### src/rtl/uart_bus_master.sv
// Two-phase register bus initiator: turns single-word commands into setup/access
// transfers, waits for ready, aborts stalled accesses, and inserts an idle gap.
module uart_bus_master #(
  parameter int unsigned GAP_CYCLES = 1,
  parameter int unsigned TIMEOUT    = 255
) (
  input  logic        clk,
  input  logic        rst,
  input  logic        cmd_valid,
  output logic        cmd_ready,
  input  logic        cmd_write,
  input  logic [9:0]  cmd_addr,
  input  logic [31:0] cmd_wdata,
  output logic        rsp_valid,
  output logic        rsp_err,
  output logic [31:0] rsp_rdata,
  output logic        sel,
  output logic        enable,
  output logic        write,
  output logic [9:0]  addr,
  output logic [31:0] data_out,
  input  logic [31:0] data_in,
  input  logic        ready,
  output logic [1:0]  state_dbg
);

  // Handshake: a command transfers on a rising edge where cmd_valid && cmd_ready;
  // the response is a single-cycle rsp_valid pulse with no back-pressure.

  typedef enum logic [1:0] {IDLE, SETUP, ACCESS, GAP} state_t;

  localparam logic [7:0] TMO_LAST = 8'(TIMEOUT - 1);
  localparam logic [3:0] GAP_LAST = 4'(GAP_CYCLES - 1);

  state_t      state_q, state_d;
  logic [7:0]  tmo_q, tmo_d;
  logic [3:0]  gap_q, gap_d;
  logic        cmd_ready_d, rsp_valid_d, rsp_err_d, sel_d, enable_d, write_d;
  logic [31:0] rsp_rdata_d, data_out_d;
  logic [9:0]  addr_d;

  assign state_dbg = state_q;

  always_ff @(posedge clk or negedge rst) begin
    if (!rst) begin
      state_q   <= IDLE;
      tmo_q     <= '0;
      gap_q     <= '0;
      cmd_ready <= 1'b1;
      rsp_valid <= 1'b0;
      rsp_err   <= 1'b0;
      rsp_rdata <= '0;
      sel       <= 1'b0;
      enable    <= 1'b0;
      write     <= 1'b0;
      addr      <= '0;
      data_out  <= '0;
    end else begin
      state_q   <= state_d;
      tmo_q     <= tmo_d;
      gap_q     <= gap_d;
      cmd_ready <= cmd_ready_d;
      rsp_valid <= rsp_valid_d;
      rsp_err   <= rsp_err_d;
      rsp_rdata <= rsp_rdata_d;
      sel       <= sel_d;
      enable    <= enable_d;
      write     <= write_d;
      addr      <= addr_d;
      data_out  <= data_out_d;
    end
  end

  // Next-state logic computes the registered output values for the next cycle;
  // the output registers double as the latched command during the transfer.
  always_comb begin
    state_d     = state_q;
    tmo_d       = tmo_q;
    gap_d       = gap_q;
    cmd_ready_d = 1'b0;
    rsp_valid_d = 1'b0;
    rsp_err_d   = 1'b0;
    rsp_rdata_d = rsp_rdata;
    sel_d       = sel;
    enable_d    = enable;
    write_d     = write;
    addr_d      = addr;
    data_out_d  = data_out;
    case (state_q)
      IDLE: begin
        cmd_ready_d = 1'b1;
        if (cmd_valid && cmd_ready) begin
          state_d     = SETUP;
          cmd_ready_d = 1'b0;
          sel_d       = 1'b1;
          enable_d    = 1'b0;
          write_d     = cmd_write;
          addr_d      = cmd_addr;
          data_out_d  = cmd_write ? cmd_wdata : 32'd0;
        end
      end
      SETUP: begin
        state_d  = ACCESS;
        enable_d = 1'b1;
        tmo_d    = '0;
      end
      ACCESS: begin
        // ready wins over an expiring counter on the same edge
        if (ready || (tmo_q == TMO_LAST)) begin
          state_d     = GAP;
          gap_d       = '0;
          rsp_valid_d = 1'b1;
          rsp_err_d   = !ready;
          if (ready && !write) rsp_rdata_d = data_in;
          sel_d       = 1'b0;
          enable_d    = 1'b0;
          write_d     = 1'b0;
          addr_d      = '0;
          data_out_d  = '0;
        end else begin
          tmo_d = tmo_q + 8'd1;
        end
      end
      GAP: begin
        if (gap_q == GAP_LAST) begin
          state_d     = IDLE;
          cmd_ready_d = 1'b1;
        end else begin
          gap_d = gap_q + 4'd1;
        end
      end
      default: state_d = IDLE;
    endcase
  end

endmodule

### config.mk
export PLATFORM = sky130hd
export DESIGN_NAME = uart_bus_master
export DESIGN_NICKNAME = d
export VERILOG_FILES = /design/src/rtl/uart_bus_master.sv
export SDC_FILE = /design/constraint.sdc
export NUM_CORES = 1
export LEC_CHECK = 0
export ABC_CLOCK_PERIOD_IN_PS = 3300
export CAP_MARGIN = 0
export CORE_UTILIZATION = 45
export CTS_BUF_LIST = sky130_fd_sc_hd__clkbuf_2
export DETAILED_ROUTE_END_ITERATION = 8
export PLACE_DENSITY = 0.84
export SLEW_MARGIN = 10
export SYNTH_ARGS = -nofsm -noshare
export SYNTH_HDL_FRONTEND = slang
export SYNTH_SLANG_ARGS = --single-unit
### constraint.sdc
create_clock -name clk -period 3.3 [get_ports clk]
set_input_delay 0.825 -clock clk [delete_from_list [all_inputs] [get_ports clk]]
set_output_delay 0.825 -clock clk [all_outputs]
set_load 0.01 [all_outputs]
### Word-level counts from Yosys, hierarchy flattened

Cells that the tools add are included.

| storage, ports and cells | value |
|---|---|
| bits in registers | 94 |
| latch bits | 0 |
| bits in writable memories | 0 |
| memory bits (read-only) | 0 |
| input port bits | 79 |
| output and inout bits | 82 |
| word-level logic and storage cells | 70 |
| memories kept | 0 |

| cells by class | value |
|---|---|
| add/sub/neg operators | 2 |
| multiply operators | 0 |
| divide/modulo/power cells | 0 |
| order comparisons | 0 |
| equal/unequal tests | 9 |
| shift-type cells | 0 |
| mux-type cells | 30 |
| bitwise logic cells | 0 |
| reductions and logical operators | 17 |

Operators with widths:

| operator | count |
|---|---|
| two-way mux 32 bit | 3 |
| case mux 32 bit (2 select lines) | 1 |
| two-way mux 10 bit | 2 |
| case mux 10 bit (2 select lines) | 1 |
| case mux 8 bit (2 select lines) | 1 |
| AND reduction 3 bit | 5 |
| two-way mux 1 bit | 10 |
| != test 2 bit (second input constant) | 5 |
| adder 8 x 1 -> 8 bit (second input constant) | 1 |
| equality test 8 bit (second input constant) | 1 |
| two-way mux 4 bit | 2 |
| two-way mux 8 bit | 1 |
| case mux 2 bit (4 select lines) | 1 |
| case mux 4 bit (2 select lines) | 1 |
| two-way mux 2 bit | 3 |
| case mux 1 bit (2 select lines) | 3 |
| nonzero test 2 bit | 3 |
| adder 4 x 1 -> 4 bit (second input constant) | 1 |
| equality test 2 bit (second input constant) | 2 |
| logical NOT 4 bit | 1 |
| case mux 1 bit (3 select lines) | 1 |
| nonzero test 3 bit | 1 |
| equality test 2 x 1 -> 1 bit (second input constant) | 1 |
| logical AND 1 bit | 2 |
| 4 further kinds | 5 |

### Depth between registers and ports, before layout

| logic depth | value |
|---|---|
| depth in word-level cells | 4 |
| gate-level depth with buffers | 9 |
| depth with buffers taken out | 6 |

### Worst setup path before layout

Ideal clock, no wire load.

| timing | value |
|---|---|
| kind | register to register |
| start | register state_q[0], in the netlist state_dbg[0] |
| end | register addr[0] |
| setup time | 0.121 ns |
| arrival time | 1.946 ns |
| required time | 3.179 ns |
| slack | 1.233 ns |
| cell stages (with the launch flop) | 10 |
| buffers on the path | 3 |
| clock period less this slack | 2.067 ns |
| path through | dfrtp_1 -> inv_1 -> ha_1 -> buf_2 -> or2b_1 -> a21oi_4 -> or3_1 -> buf_6 -> buf_8 -> a22o_1 |

| between the ends | value |
|---|---|
| word-level cells in the longest chain between the ends | 3 |
| elaborated cells on any way between the ends | 7 |
| those cells by class | eq/ne (3); mux (1); reduce/logical (3) |

Ends and longest elaborated chain:

| element | RTL line | source |
|---|---|---|
| start, declared | 35 | `state_t state_q, state_d;` |
| start signal, assigned | 59 | `state_q <= state_d;` |
| equality test 2 bit or logical NOT 2 bit (tied branches) | 89 | `case (state_q)` |
| != test 2 bit (no line) or nonzero test 2 bit (tied branches) | - |  |
| AND reduction 3 bit (no line) | - |  |
| end signal, assigned | 69 | `addr <= addr_d;` |
| end, declared | 20 | `output logic [9:0] addr,` |

Several ways; a longest one is shown, not always the timed one.
A chain may end at the register's enable or synchronous reset.

### Worst setup path in the final report

| timing | value |
|---|---|
| start | register cmd_ready |
| end | output cmd_ready |

RTL lines:

| element | RTL line | source |
|---|---|---|
| start, declared | 10 | `output logic cmd_ready,` |
| start signal, assigned | 62 | `cmd_ready <= cmd_ready_d;` |

No word-level cell between the ends.

==> key figures <==
Timing
  • Worst Skew: around 36 ps
  • Slew @ Worst Pin: approximately 710 ps
  • Final worst slack: around 830 ps
  • RSZ-0062 raised after global routing: false
  • Fmax: just over 0.4 GHz
  • Fin crit share: 0.7472
  • Final setup viols: 0
  • Pins Over Slew Limit: 0
  • Setup TNS: 0 ps
  • Fin crit period: 2466 ps
  • Final Hold Vio Count: 0
  • Hold Worst Slack: between 300 and 400 ps
  • Worst slew margin: 0.5296

Synth
  • Compound-Gate Fraction of Synth Area: 0.1433
  • Synth Warn #: 0
  • Post-Synth XOR/XNOR Area: 0.002311
  • Avg Cell Area, Syn: between 10 and 15 um^2
  • Top cells by area, synth: dfrtp_1 (61%), mux2_2 (9.8%), a22o_1 (9.7%), ha_1 (2.6%), buf_8 (1.6%)
  • Top FF cell, synth: dfrtp_1
  • Area leader, netlist: dfrtp_1
  • Multiplexer area fraction after synthesis: 0.1086
  • Yosys top cell area share: 0.6141
  • Register area share after synthesis: 0.6210
  • Largest family of logic cells by synthesized area: compound AO/OA/AOI/OAI gates
  • Post-Synth Adder-Cell Area: 0.02641
  • Simple-Gate Fraction of Synth Area: 0.06240
  • Post-synth EDFFs: 0
  • Mapped Nets: roughly 360
  • Post-Syn Area: 0.003790 mm^2
  • Netlist cell types: 44
  • Async SR Flop Fraction: 1.000
  • Gate Count Post-Synth: 271
  • Synthesis-stage register bit count: 94

Finish
  • Area of the multi-input gates: roughly 0.0013 mm^2
  • Antenna Cells: 0
  • Nets: roughly 520
  • Number of fill cells: 598
  • Layout cells sized above 1: 0.1393
  • FF/Latch Area: ~0.0024 mm^2
  • Area Overhead vs Synth: 48.13%

GRT
  • Largest net degree at the start of global routing: 58
  • GRT overflow: 0
  • Antenna violations before repair: 0
  • Global-route wire length before repair: 14480 um
  • Vias in the first global route: 2832
  • Gr usage total: 0.2170

Clock tree
  • Postcts setup bufs: 0
  • Root Driver: clkbuf_2
  • Total CTS buffers: 9
  • Worst skew pair latency: 530 ps
  • Hold-fix buffers, CTS: 0
  • CTS clk-pin slew, worst paths: approximately 250 ps
  • CTS Sinks: 94
  • Post-CTS Resized: 0
  • CTS tree: yes
  • H-tree levels: 3
  • CTS Buffer Depth: 2

Floorplanning
  • FP Rows: 33
  • Die area: 0.008793 mm^2
  • # IOs: 161
  • Core Area: slightly above 0.008 mm^2
  • Die X: 93.77 um
  • Chip height: roughly 94 um
  • Initial core utilization: 0.4636

Setup path
  • WP data arrival: about 1600 ps
  • CP Depth: 1
  • CP top delay family: flip-flops
  • Critical path buffer and inverter count: 1
  • Worst path cell trace: clkdlybuf4s50_1
  • Crit path capture type: output port
  • Crit path max fanout: 2
  • R2R cell count: 7
  • Crit start category: flip-flop
  • R2r startpoint: state_dbg[0]$_DFFE_PN0P_
  • Worst setup path start: cmd_ready$_DFF_PN1_
  • Required time worst endpoint: 2470 ps
  • CP max stage delay: 590 ps
  • CP Class: flip-flop to output port
  • Slowest CP cell: dfstp_2

Min path
  • Hold Path Class: primary input to asynchronous set/reset pin

Drt
  • Via count: approximately 2900
  • Total Wirelength: between 9000 and 10000 um
  • Routed length per instance: 17.06 um
  • Final ANT Viol Nets: 0
  • Vias per cell: 5.304
  • Number of DRC markers in iteration 0: ~120
  • Drt first pass iters: 4
  • # DRC: 0

Run status
  • Outcome: complete, no violations

Run
  • Max-Cap Viols: 0

Pwr
  • Leakage: approximately 2.5 nW
  • Worst IR drop on VDD: ~430 uV
  • Power Dens Cells: 726.5 mW/mm^2

Placed design
  • Place WS: about 680 ps
  • Post-DP HPWL: between 6000 and 7000 um
  • IO buf count: 160
  • RePlAce Congestion: between 0.8 and 0.9
-- state kept, by name, summed over array words and instances (netlist names) --
name / cells
sel: 1
rsp_rdata: 32
write: 1
rsp_valid: 1
rsp_err: 1
cmd_ready: 1
data_out: 32
tmo_q: 8
addr: 10
gap_q: 4
enable: 1
state_dbg: 2
-- cells in the mapped netlist (3+ instances only) --
cell,instances
mux2_2,33
nor3_1,4
dfrtp_1,93
nand2_1,9
ha_1,8
o21ai_0,4
nor4_1,3
mux2i_1,4
a21oi_1,5
nor2_1,4
buf_8,4
inv_1,7
clkbuf_1,8
nand3_1,6
a22o_1,42
nand4_1,3
-- cells by family after synthesis --
| family | count (synthesis) |
|---|---|
| adder cells (fa/ha/maj) | 8 |
| buffers and inverters | 22 |
| multiplexers | 37 |
| flip-flops | 94 |
| XOR/XNOR | 1 |
| AND/OR/NAND/NOR | 43 |
| AO/OA/AOI/OAI | 66 |
-- layout by cell type (no fill, tap or decap), types with 3 or more instances in the layout --
master / Yosys / routed
nor2_1: 4 / 4
a22o_1: 42 / 42
nand2_1: 9 / 9
clkdlybuf4s50_1: 0 / 159
o21ai_0: 4 / 4
a21oi_1: 5 / 5
buf_4: 0 / 7
dfrtp_1: 93 / 93
nor3_1: 4 / 4
mux2_2: 33 / 33
nand3_1: 6 / 6
ha_1: 8 / 8
nand4_1: 3 / 3
clkbuf_2: 0 / 10
mux2i_1: 4 / 4
inv_1: 7 / 7
nor4_1: 3 / 3
-- path summary, 6_finish.rpt --
kind                                            endpoint  slack [ps]
worst max-delay path                           cmd_ready         830
worst min-delay path                tmo_q[6]$_DFFE_PN0P_         300
worst max register to register  data_out[15]$_DFFE_PN0P_        1080
worst min register to register      tmo_q[4]$_DFFE_PN0P_         530
max in group asynchronous        data_out[8]$_DFFE_PN0P_        2320
min in group clk                    tmo_q[4]$_DFFE_PN0P_         530
-- cell type report --
| type | count | share of cell area |
|---|---|---|
| multi-input combinational | 155 | 0.2324 |
| sequential | 94 | 0.4192 |
| timing repair buffer | 167 | 0.2964 |
| clock inverter | 5 | 0.01493 |
| clock buffer | 10 | 0.008915 |
| tap | 105 | 0.02340 |
| inverter | 7 | 0.004680 |
-- power by group --
group | leakage (nW) | internal [mW] | total [mW] | switching, mW
sequential | 1.23 | 1.48 | 1.67 | 0.197
combinational | 1.19 | 0.984 | 1.78 | 0.797
clock | 0.0746 | 0.252 | 0.624 | 0.372
-- metrics by stage --
stage	cell area [um^2]	std cells	util	power, mW
6_report	5614	543	0.6867	4.079
2_1_floorplan	3790	271	-	2.666
5_1_grt	5614	543	0.6867	4.310
3_5_place_dp	5480	528	0.6703	3.490
3_3_place_gp	5480	528	0.6703	3.411
4_1_cts	5614	543	0.6867	4.121
-- metal layers --
metal	vias to the layer above	GRT usage	share of wire
li1	1328	-	-
met1	1407	0.2863	0.43
met2	131	0.3479	0.48
met3	14	0.04854	0.076
met4	0	0.08590	0.016
met5	-	0	0
(Power assumes the default switching activity.)
